## config.mk

```make
export PLATFORM = sky130hd
export DESIGN_NAME = router_pkt_reg
export DESIGN_NICKNAME = d
export VERILOG_FILES = /design/src/rtl/router_pkg.sv /design/src/rtl/router_skid_fifo.sv /design/src/rtl/router_pkt_reg.sv
export SDC_FILE = /design/constraint.sdc
export NUM_CORES = 1
export LEC_CHECK = 0
export ABC_AREA = 1
export CORE_MARGIN = 8
export CORE_UTILIZATION = 58
export DETAILED_ROUTE_END_ITERATION = 6
export PLACE_DENSITY = 0.8
export SETUP_SLACK_MARGIN = 0.02
export SYNTH_ARGS = -nofsm -noshare
export SYNTH_HDL_FRONTEND = slang
export SYNTH_SLANG_ARGS = --single-unit
```

## constraint.sdc

```tcl
create_clock -name clk -period 2.3 [get_ports clk]
set_clock_uncertainty 0.1 [all_clocks]
set_input_delay 0.46 -clock clk [delete_from_list [all_inputs] [get_ports clk]]
set_output_delay 0.46 -clock clk [all_outputs]
set_load 0.1 [all_outputs]
```

## src/rtl/router_pkg.sv

```systemverilog
// Shared constants for the router packet register and its skid buffer.
package router_pkg;

  // Destination address that no output port answers to.
  localparam logic [1:0] ADDR_INVALID = 2'b11;

  // Default width of data and parity words.
  localparam int DATA_W_DEFAULT = 8;

  // Parity sense selectors.
  localparam int PARITY_EVEN = 0;
  localparam int PARITY_ODD  = 1;

endpackage

```

## src/rtl/router_skid_fifo.sv

```systemverilog
// Small circular FIFO that holds payload words while the downstream FIFO is full.
module router_skid_fifo
  import router_pkg::*;
#(
  parameter  int DATA_W     = DATA_W_DEFAULT,
  parameter  int SKID_DEPTH = 4,
  localparam int PTR_W      = (SKID_DEPTH > 1) ? $clog2(SKID_DEPTH) : 1,
  localparam int CNT_W      = $clog2(SKID_DEPTH + 1)
) (
  input  logic              clk,
  input  logic              reset,
  input  logic              push,
  input  logic              pop,
  input  logic [DATA_W-1:0] push_data,
  output logic [DATA_W-1:0] data,
  output logic              empty,
  output logic              full,
  output logic [CNT_W-1:0]  count
);

  logic [DATA_W-1:0] mem [SKID_DEPTH];
  logic [PTR_W-1:0]  wr_ptr;
  logic [PTR_W-1:0]  rd_ptr;
  logic              push_ok;
  logic              pop_ok;

  assign empty   = (count == '0);
  assign full    = (count == CNT_W'(SKID_DEPTH));
  assign push_ok = push && !full;
  assign pop_ok  = pop && !empty;
  assign data    = mem[rd_ptr];

  // Storage write; the word under rd_ptr is always presented on data.
  // NOTE: storage has no reset; only pointers and count define what is valid.
  always_ff @(posedge clk) begin
    if (push_ok) mem[wr_ptr] <= push_data;
  end

  // Pointers wrap modulo the depth; count tracks occupancy.
  always_ff @(posedge clk or posedge reset) begin
    if (reset) begin
      wr_ptr <= '0;
      rd_ptr <= '0;
      count  <= '0;
    end else begin
      if (push_ok) wr_ptr <= (wr_ptr == PTR_W'(SKID_DEPTH - 1)) ? '0 : wr_ptr + 1'b1;
      if (pop_ok)  rd_ptr <= (rd_ptr == PTR_W'(SKID_DEPTH - 1)) ? '0 : rd_ptr + 1'b1;
      case ({push_ok, pop_ok})
        2'b10:   count <= count + 1'b1;
        2'b01:   count <= count - 1'b1;
        default: count <= count;
      endcase
    end
  end

endmodule

```

## src/rtl/router_pkt_reg.sv

```systemverilog
// Router packet register: header hold, payload forwarding with a skid buffer,
// and running parity check against the trailing parity word.
module router_pkt_reg
  import router_pkg::ADDR_INVALID, router_pkg::DATA_W_DEFAULT, router_pkg::PARITY_EVEN;
#(
  parameter int DATA_W     = DATA_W_DEFAULT,
  parameter int SKID_DEPTH = 4,
  parameter int PARITY_ODD = PARITY_EVEN
) (
  input  logic              clk,
  input  logic              reset,
  input  logic              pkt_valid,
  input  logic [DATA_W-1:0] din,
  input  logic              fifo_full,
  input  logic              detect_add,
  input  logic              lfd_state,
  input  logic              ld_state,
  input  logic              laf_state,
  input  logic              full_state,
  input  logic              rst_int_reg,
  output logic [DATA_W-1:0] dout,
  output logic              dout_vld,
  output logic              err,
  output logic              parity_done,
  output logic              low_pkt_valid,
  output logic              skid_empty,
  output logic              skid_ovf
);

  localparam int CNT_W = $clog2(SKID_DEPTH + 1);
  localparam logic [DATA_W-1:0] PAR_MASK = (PARITY_ODD != 0) ? '1 : '0;

  logic [DATA_W-1:0] header;
  logic [DATA_W-1:0] int_parity;
  logic [DATA_W-1:0] pkt_parity;
  logic              parity_done_q;
  logic              hdr_cap;
  logic              do_lfd;
  logic              do_laf;
  logic              do_ld;
  logic              skid_push;
  logic              skid_pop;
  logic              skid_full;
  logic              last_pop;
  logic [DATA_W-1:0] skid_data;
  logic [CNT_W-1:0]  skid_count;

  // Strobe decode: lfd beats laf beats ld, so push and pop never coincide.
  assign hdr_cap   = detect_add && pkt_valid && (din[1:0] != ADDR_INVALID);
  assign do_lfd    = lfd_state;
  assign do_laf    = laf_state && !lfd_state;
  assign do_ld     = ld_state && !lfd_state && !laf_state;
  assign skid_push = do_ld && fifo_full;
  assign skid_pop  = do_laf && !skid_empty;
  assign last_pop  = skid_empty || (skid_count == CNT_W'(1));

  router_skid_fifo #(
    .DATA_W     (DATA_W),
    .SKID_DEPTH (SKID_DEPTH)
  ) u_skid (
    .clk       (clk),
    .reset     (reset),
    .push      (skid_push),
    .pop       (skid_pop),
    .push_data (din),
    .data      (skid_data),
    .empty     (skid_empty),
    .full      (skid_full),
    .count     (skid_count)
  );

  // Header register: only a header for a real destination is captured.
  always_ff @(posedge clk or posedge reset) begin
    if (reset)        header <= '0;
    else if (hdr_cap) header <= din;
  end

  // Output word and its one-cycle valid pulse.
  // NOTE: sequential state uses non-blocking assignments so every register samples pre-edge values.
  always_ff @(posedge clk or posedge reset) begin
    if (reset) begin
      dout     <= '0;
      dout_vld <= 1'b0;
    end else begin
      dout_vld <= 1'b0;
      if (do_lfd) begin
        dout     <= header;
        dout_vld <= 1'b1;
      end else if (skid_pop) begin
        dout     <= skid_data;
        dout_vld <= 1'b1;
      end else if (do_ld && !fifo_full) begin
        dout     <= din;
        dout_vld <= 1'b1;
      end
    end
  end

  // Parity accumulation, completion, error and overflow flags.
  always_ff @(posedge clk or posedge reset) begin
    if (reset) begin
      int_parity    <= '0;
      parity_done   <= 1'b0;
      parity_done_q <= 1'b0;
      err           <= 1'b0;
      skid_ovf      <= 1'b0;
    end else begin
      parity_done_q <= parity_done;
      if (hdr_cap) begin
        int_parity  <= '0;
        parity_done <= 1'b0;
        err         <= 1'b0;
        skid_ovf    <= 1'b0;
      end else begin
        if (do_lfd)
          int_parity <= int_parity ^ header;
        else if (do_ld && pkt_valid && !full_state)
          int_parity <= int_parity ^ din;
        if (skid_push && skid_full)
          skid_ovf <= 1'b1;
        if ((do_ld && !pkt_valid && !fifo_full) || (do_laf && low_pkt_valid && last_pop))
          parity_done <= 1'b1;
        // Compare one cycle after completion so the final accumulation has settled.
        if (parity_done && !parity_done_q)
          err <= ((int_parity ^ PAR_MASK) != pkt_parity);
      end
    end
  end

  // Parity word capture; rst_int_reg is the only thing that re-arms it.
  always_ff @(posedge clk or posedge reset) begin
    if (reset) begin
      low_pkt_valid <= 1'b0;
      pkt_parity    <= '0;
    end else if (rst_int_reg) begin
      low_pkt_valid <= 1'b0;
    end else if (do_ld && !pkt_valid) begin
      low_pkt_valid <= 1'b1;
      pkt_parity    <= din;
    end
  end

endmodule

```

==> flow_summary_export.csv, run 1 <==
group,metric,value,unit
place,place.port_buffers,31,
timing,clock.fmax,475,MHz
finish,drive_above_1_share,0.144,
floorplan,fp.coreArea,6280,µm²
clock_tree,postCtsHoldBufs,0,
yosys,yosys-top-cells-count,"104 x nand2_1, 46 x inv_1, 46 x nor2_1",
floorplan,std_cell_rows,29,
clock_tree,cts-htree-levels,3,
clock_tree,ctsLongestPathBuffers,2,
clock_tree,cts_setup_buffers,0,
status,status,"finished clean",
floorplan,initial_core_util,0.595,
pwr,leakagePower,2.03,nW
timing,period_share,0.915,
critical_path,cp-end-kind,"output pin",
grt,grt_max_degree,46,
yosys,synth_top_area_frac,0.301,
critical_path,crit_path_end,"skid_empty",
routing,num_vias,2861,
place,pre_cts_ws,-0.0174,ns
yosys,yosys.cell_types.count,28,
floorplan,ios,32,
routing,firstDrtPassIters,4,
clock_tree,cts_resized,0,
yosys,synth_most_common_cell,"nand2_1",
routing,post-route-drc-count,0,
clock_tree,clk_latency,0.35,ns
yosys,avgSynthCellArea,9.16,µm²
critical_path,r2r_slack,0.28,ns
grt,overflow,0,
yosys,synth-seq-area-share,0.558,
grt,track_usage,0.189,
yosys,ys_warn_count,0,
yosys,synth_fp_nets,436,
finish,insertedDiodeCount,0,
yosys,synth_xor_area_frac,0.0141,
finish,finalNonFillerCells,534,
timing,slew-limit-headroom,0.609,
run,cap_violations,0,
yosys,yosysTopAreaCell,"dfrtp_1",
timing,setup_violations,0,
floorplan,die_y,96.3,µm
critical_path,critPathKind,"flop to output pin",
grt,grt_pass1_wl,13200,µm
critical_path,startpoint,"u_skid.count[0]$_DFFE_PP0P_",
routing,viasPerCell,5.36,
floorplan,dieArea,9270,µm²
routing,wl,7970,µm
critical_path,crit_arrival,1.54,ns
yosys,synth_ff_type,"dfrtp_1",
grt,grt_pass1_vias,2869,
yosys,yosys.area_share.simple,0.228,
pwr,p_per_area,1080,nW/µm²
timing,period_minus_slack,2.10,ns
clock_tree,cts_tree,"done",
finish,fin_util,0.691,
finish,nNetsFinal,480,
finish,syn_to_final_growth,16.0,%
clock_tree,cts_buffers,9,
yosys,muxShareOfSynthArea,0,
hold_path,hold_path_class,"flop to flop",
pwr,peakVddDrop,1.43,mV
critical_path,reg2reg_depth,10,
yosys,synth_fa_ha_area_frac,0.0335,
place,dp_cells,518,
critical_path,critical_path.max_fanout,4,
timing,rsz0062_at_grt,"no",
yosys,synth_area,3740,µm²
place,gp_congestion,0.784,
routing,routedWlPerCell,14.9,µm
timing,hold_viol,0,
grt,antenna_found_initial,0,
timing,final_max_slew_viol_count,0,
floorplan,die_x,96.3,µm
routing,antenna_left,0,
timing,worst_slack,0.195,ns
timing,whs,0.316,ns
yosys,synthTopCellsByArea,"dfrtp_1 30%, edfxtp_1 26%, nand2_1 10%",
yosys,synth-edff-count,32,
yosys,synth_top_family_by_area,"simple AND/OR/NAND/NOR gates",
finish,n_fill_cell,504,
critical_path,cp-start-kind,"flop",
critical_path,required,1.74,ns
critical_path,r2r-end,"u_skid.count[2]$_DFFE_PP0P_",
yosys,synthArstFlopShare,0.584,
critical_path,r2r-start,"u_skid.count[0]$_DFFE_PP0P_",
place,dp_hpwl,5490,µm
clock_tree,clkSlewWorstSetupHoldPaths,0.08,ns
yosys,synth-compound-area-share,0.0937,
timing,worst_slew_pin_slew,0.587,ns
yosys,syn_inst,408,
clock_tree,cts.sinks,77,
routing,first_iter_violations,177,
yosys,ys_ff_latch,77,
clock_tree,root_buffer,"clkbuf_8",
==> worst min path at each step <==
stage                            startpoint                 endpoint  slack, ns  depth (start not counted)
floorplan             header[0]$_DFFE_PP0N_    header[0]$_DFFE_PP0N_       0.35                          2
detailed placement  parity_done$_DFFE_PP0P_  parity_done_q$_DFF_PP0_       0.30                          0
global route        parity_done$_DFFE_PP0P_  parity_done_q$_DFF_PP0_       0.32                          0
finish              parity_done$_DFFE_PP0P_  parity_done_q$_DFF_PP0_       0.32                          0
CTS                 parity_done$_DFFE_PP0P_  parity_done_q$_DFF_PP0_       0.32                          0
global placement    parity_done$_DFFE_PP0P_  parity_done_q$_DFF_PP0_       0.30                          0
==> registers in the layout, indices dropped and copies added, names as in the netlist <==
register	count
u_skid.mem	32
parity_done_q	1
pkt_parity	8
u_skid.wr_ptr	2
err	1
low_pkt_valid	1
parity_done	1
dout_vld	1
dout	8
header	8
skid_ovf	1
u_skid.rd_ptr	2
u_skid.count	3
int_parity	8
==> critical path: stages, from the launching register on <==
cell and delay, ns:
dfrtp_1 0.43, inv_1 0.10, ha_1 0.22, inv_1 0.11, nor2_2 0.15, buf_12 0.19
==> metrics by stage <==
stage	TNS [ns]	total power [W]	instance area (µm²)
final	0	0.00466	4340
after global routing	0	0.00492	4340
after CTS	0	0.00468	4340
after detailed placement	-0.0174	0.00371	4150
after global placement	0	0.00365	4150
after floorplan	0	0.00325	3740
==> power breakdown <==
part / total, W / switching (W) / leakage (nW) / internal (W)
sequential: 0.00189 / 0.000226 / 0.848 / 0.00166
clock: 0.000972 / 0.000478 / 0.0907 / 0.000495
combinational: 0.00180 / 0.00126 / 1.09 / 0.000538
==> cell type report <==
class                   count  area, µm²  share of cell area
multi-input cells         269       1380               0.319
clock buffers              11        131              0.0303
inverters                  48        180              0.0416
repair buffers             47        408              0.0941
flip-flops and latches     77       2090               0.481
clock inverters             5       51.3              0.0118
well taps                  77       96.3              0.0222
==> routing by layer <==
metal / vias up / part of all wire / track usage
li1: 1419 / - / -
met1: 1341 / 0.45 / 0.243
met2: 84 / 0.47 / 0.297
met3: 17 / 0.056 / 0.0413
met4: 0 / 0.024 / 0.0896
met5: - / 0 / 0
==> logic make-up after synthesis <==
logic type	Yosys count
xor+xnor	6
buf+inv	62
flops	77
simple gates	194
compound gates	59
fa+ha+maj	10
==> cell usage in the layout, fill, tap and decap left out, types with 3 or more instances in the layout <==
master           Yosys  final
a21oi_1              3      3
buf_4                2     29
clkbuf_8             0      9
clkdlybuf4s50_1      0     17
dfrtp_1             45     45
edfxtp_1            32     32
ha_1                10     10
inv_1               46     45
inv_2                2      3
nand2_1            104    104
nand2_2              3      3
nand3_1             22     22
nand3_2              3      3
nand3b_1             4      4
nand4_1              9      9
nor2_1              46     45
o21ai_0             43     43
o21ai_2              8      8
xnor2_1              5      5
No activity file was read; power rests on OpenSTA's default activity.
==> run 2, diff against run 1 <==
TNS_END_PERCENT = 10   (was default)
==> results of run 2 <==
No change in the layout: final DEF, timing and power equal those of run 1.
==> run 3, diff against run 2 <==
CTS_BUF_LIST = sky130_fd_sc_hd__clkbuf_8   (was default)
==> flow_summary_export.csv, run 3 (synthesized netlist as in run 1, its figures left out) <==
group,metric,value,unit
critical_path,cp-start-kind,"flop",
finish,n_fill_cell,504,
routing,firstDrtPassIters,4,
pwr,p_per_area,1070,nW/µm²
place,gp_congestion,0.784,
critical_path,reg2reg_depth,10,
finish,layout.area.seq,2090,µm²
place,dp_hpwl,5490,µm
grt,antenna_found_initial,0,
pwr,leakagePower,2.03,nW
finish,final_common_cell,"nand2_1",
pwr,peakVddDrop,1.43,mV
critical_path,required,1.74,ns
floorplan,fp.coreArea,6280,µm²
routing,post-route-drc-count,0,
grt,track_usage,0.189,
floorplan,dieArea,9270,µm²
timing,period_share,0.919,
place,pre_cts_ws,-0.0174,ns
clock_tree,cts_tree,"done",
routing,antenna_left,0,
finish,multi_input_area,1380,µm²
grt,grt_max_degree,46,
timing,rsz0062_at_grt,"no",
clock_tree,postCtsHoldBufs,0,
routing,wl,7960,µm
timing,worst_slew_pin_slew,0.589,ns
routing,first_iter_violations,176,
finish,regMostFlops,"u_skid.mem",
finish,insertedDiodeCount,0,
floorplan,ios,32,
critical_path,critical_path.max_fanout,4,
grt,grt_pass1_vias,2869,
floorplan,std_cell_rows,29,
timing,hold_viol,0,
finish,syn_to_final_growth,16.0,%
hold_path,hold_path_class,"flop to flop",
timing,setup_tns,0,ns
clock_tree,cts_buffers,9,
status,status,"finished clean",
critical_path,r2r-start,"u_skid.count[0]$_DFFE_PP0P_",
floorplan,die_y,96.3,µm
timing,setup_violations,0,
clock_tree,ctsLongestPathBuffers,2,
clock_tree,cts_resized,0,
finish,drive_above_1_share,0.144,
grt,overflow,0,
finish,largest_reg_flops,32,
finish,nNetsFinal,480,
routing,num_vias,2865,
hold_path,holdPathEnd,"parity_done_q$_DFF_PP0_",
place,place.port_buffers,31,
run,cap_violations,0,
clock_tree,clk_latency,0.35,ns
timing,clock.fmax,473,MHz
grt,grt_pass1_wl,13200,µm
clock_tree,cts_setup_buffers,0,
routing,routedWlPerCell,14.9,µm
timing,whs,0.316,ns
hold_path,hp-start,"parity_done$_DFFE_PP0P_",
critical_path,critPathKind,"flop to output pin",
timing,worst_slack,0.187,ns
critical_path,cp-end-kind,"output pin",
timing,final_max_slew_viol_count,0,
hold_path,min_delay_path_depth,0,
timing,period_minus_slack,2.11,ns
critical_path,crit_arrival,1.55,ns
critical_path,r2r-end,"u_skid.count[2]$_DFFE_PP0P_",
finish,most-common-layout-cells,"104 x nand2_1, 47 x inv_1, 45 x nor2_1, 45 x dfrtp_1, 43 x o21ai_0",
clock_tree,root_buffer,"clkbuf_8",
floorplan,die_x,96.3,µm
clock_tree,clkSlewWorstSetupHoldPaths,0.08,ns
critical_path,r2r_slack,0.28,ns
clock_tree,cts-htree-levels,3,
routing,viasPerCell,5.37,
timing,slew-limit-headroom,0.607,
clock_tree,cts.sinks,77,
floorplan,initial_core_util,0.595,
==> run 3: where the power goes <==
group	total (W)	internal [W]	switching [W]	leakage, nW
sequential	0.00189	0.00166	0.000225	0.848
clock	0.000964	0.000486	0.000478	0.0990
combinational	0.00180	0.000538	0.00126	1.09
==> run 3: how the worst max path moves through the flow <==
stage,from,endpoint,slack (ns)
3_5_place_dp,laf_state,u_skid.count[2]$_DFFE_PP0P_,-0.02
5_1_grt,u_skid.count[0]$_DFFE_PP0P_,skid_empty,0.06
4_1_cts,u_skid.count[0]$_DFFE_PP0P_,skid_empty,0.18
2_1_floorplan,u_skid.count[0]$_DFFE_PP0P_,u_skid.count[2]$_DFFE_PP0P_,0.17
3_3_place_gp,laf_state,u_skid.count[2]$_DFFE_PP0P_,0.09
6_report,u_skid.count[0]$_DFFE_PP0P_,skid_empty,0.19
==> run 3: worst max-delay path, stage by stage, from the launching register on <==
cell     delay [ns]
dfrtp_1        0.43
inv_1          0.10
ha_1           0.22
inv_1          0.11
nor2_2         0.15
buf_12         0.19
==> run 3: area by class of cell <==
cell class | instances | share of cell area
Sequential cell | 77 | 0.481
Multi-Input combinational cell | 269 | 0.319
Timing Repair Buffer | 47 | 0.0941
Inverter | 48 | 0.0416
Clock buffer | 9 | 0.0286
Tap cell | 77 | 0.0222
Clock inverter | 7 | 0.0136
==> run 3: routing by layer <==
layer  part of all wire  routed length, µm  global-route usage
met1               0.45               3550               0.243
met2               0.47               3770               0.297
met3              0.057                454              0.0413
met4              0.024                191              0.0896
met5                  0                  0                   0
==> run 3: through the flow <==
stage,cell area (µm²),std cells,utilization,total power [W]
after global placement,4150,518,0.662,0.00365
after global routing,4340,534,0.691,0.00492
after CTS,4340,534,0.691,0.00467
after detailed placement,4150,518,0.662,0.00371
final,4340,534,0.691,0.00465
after floorplan,3740,408,-,0.00325
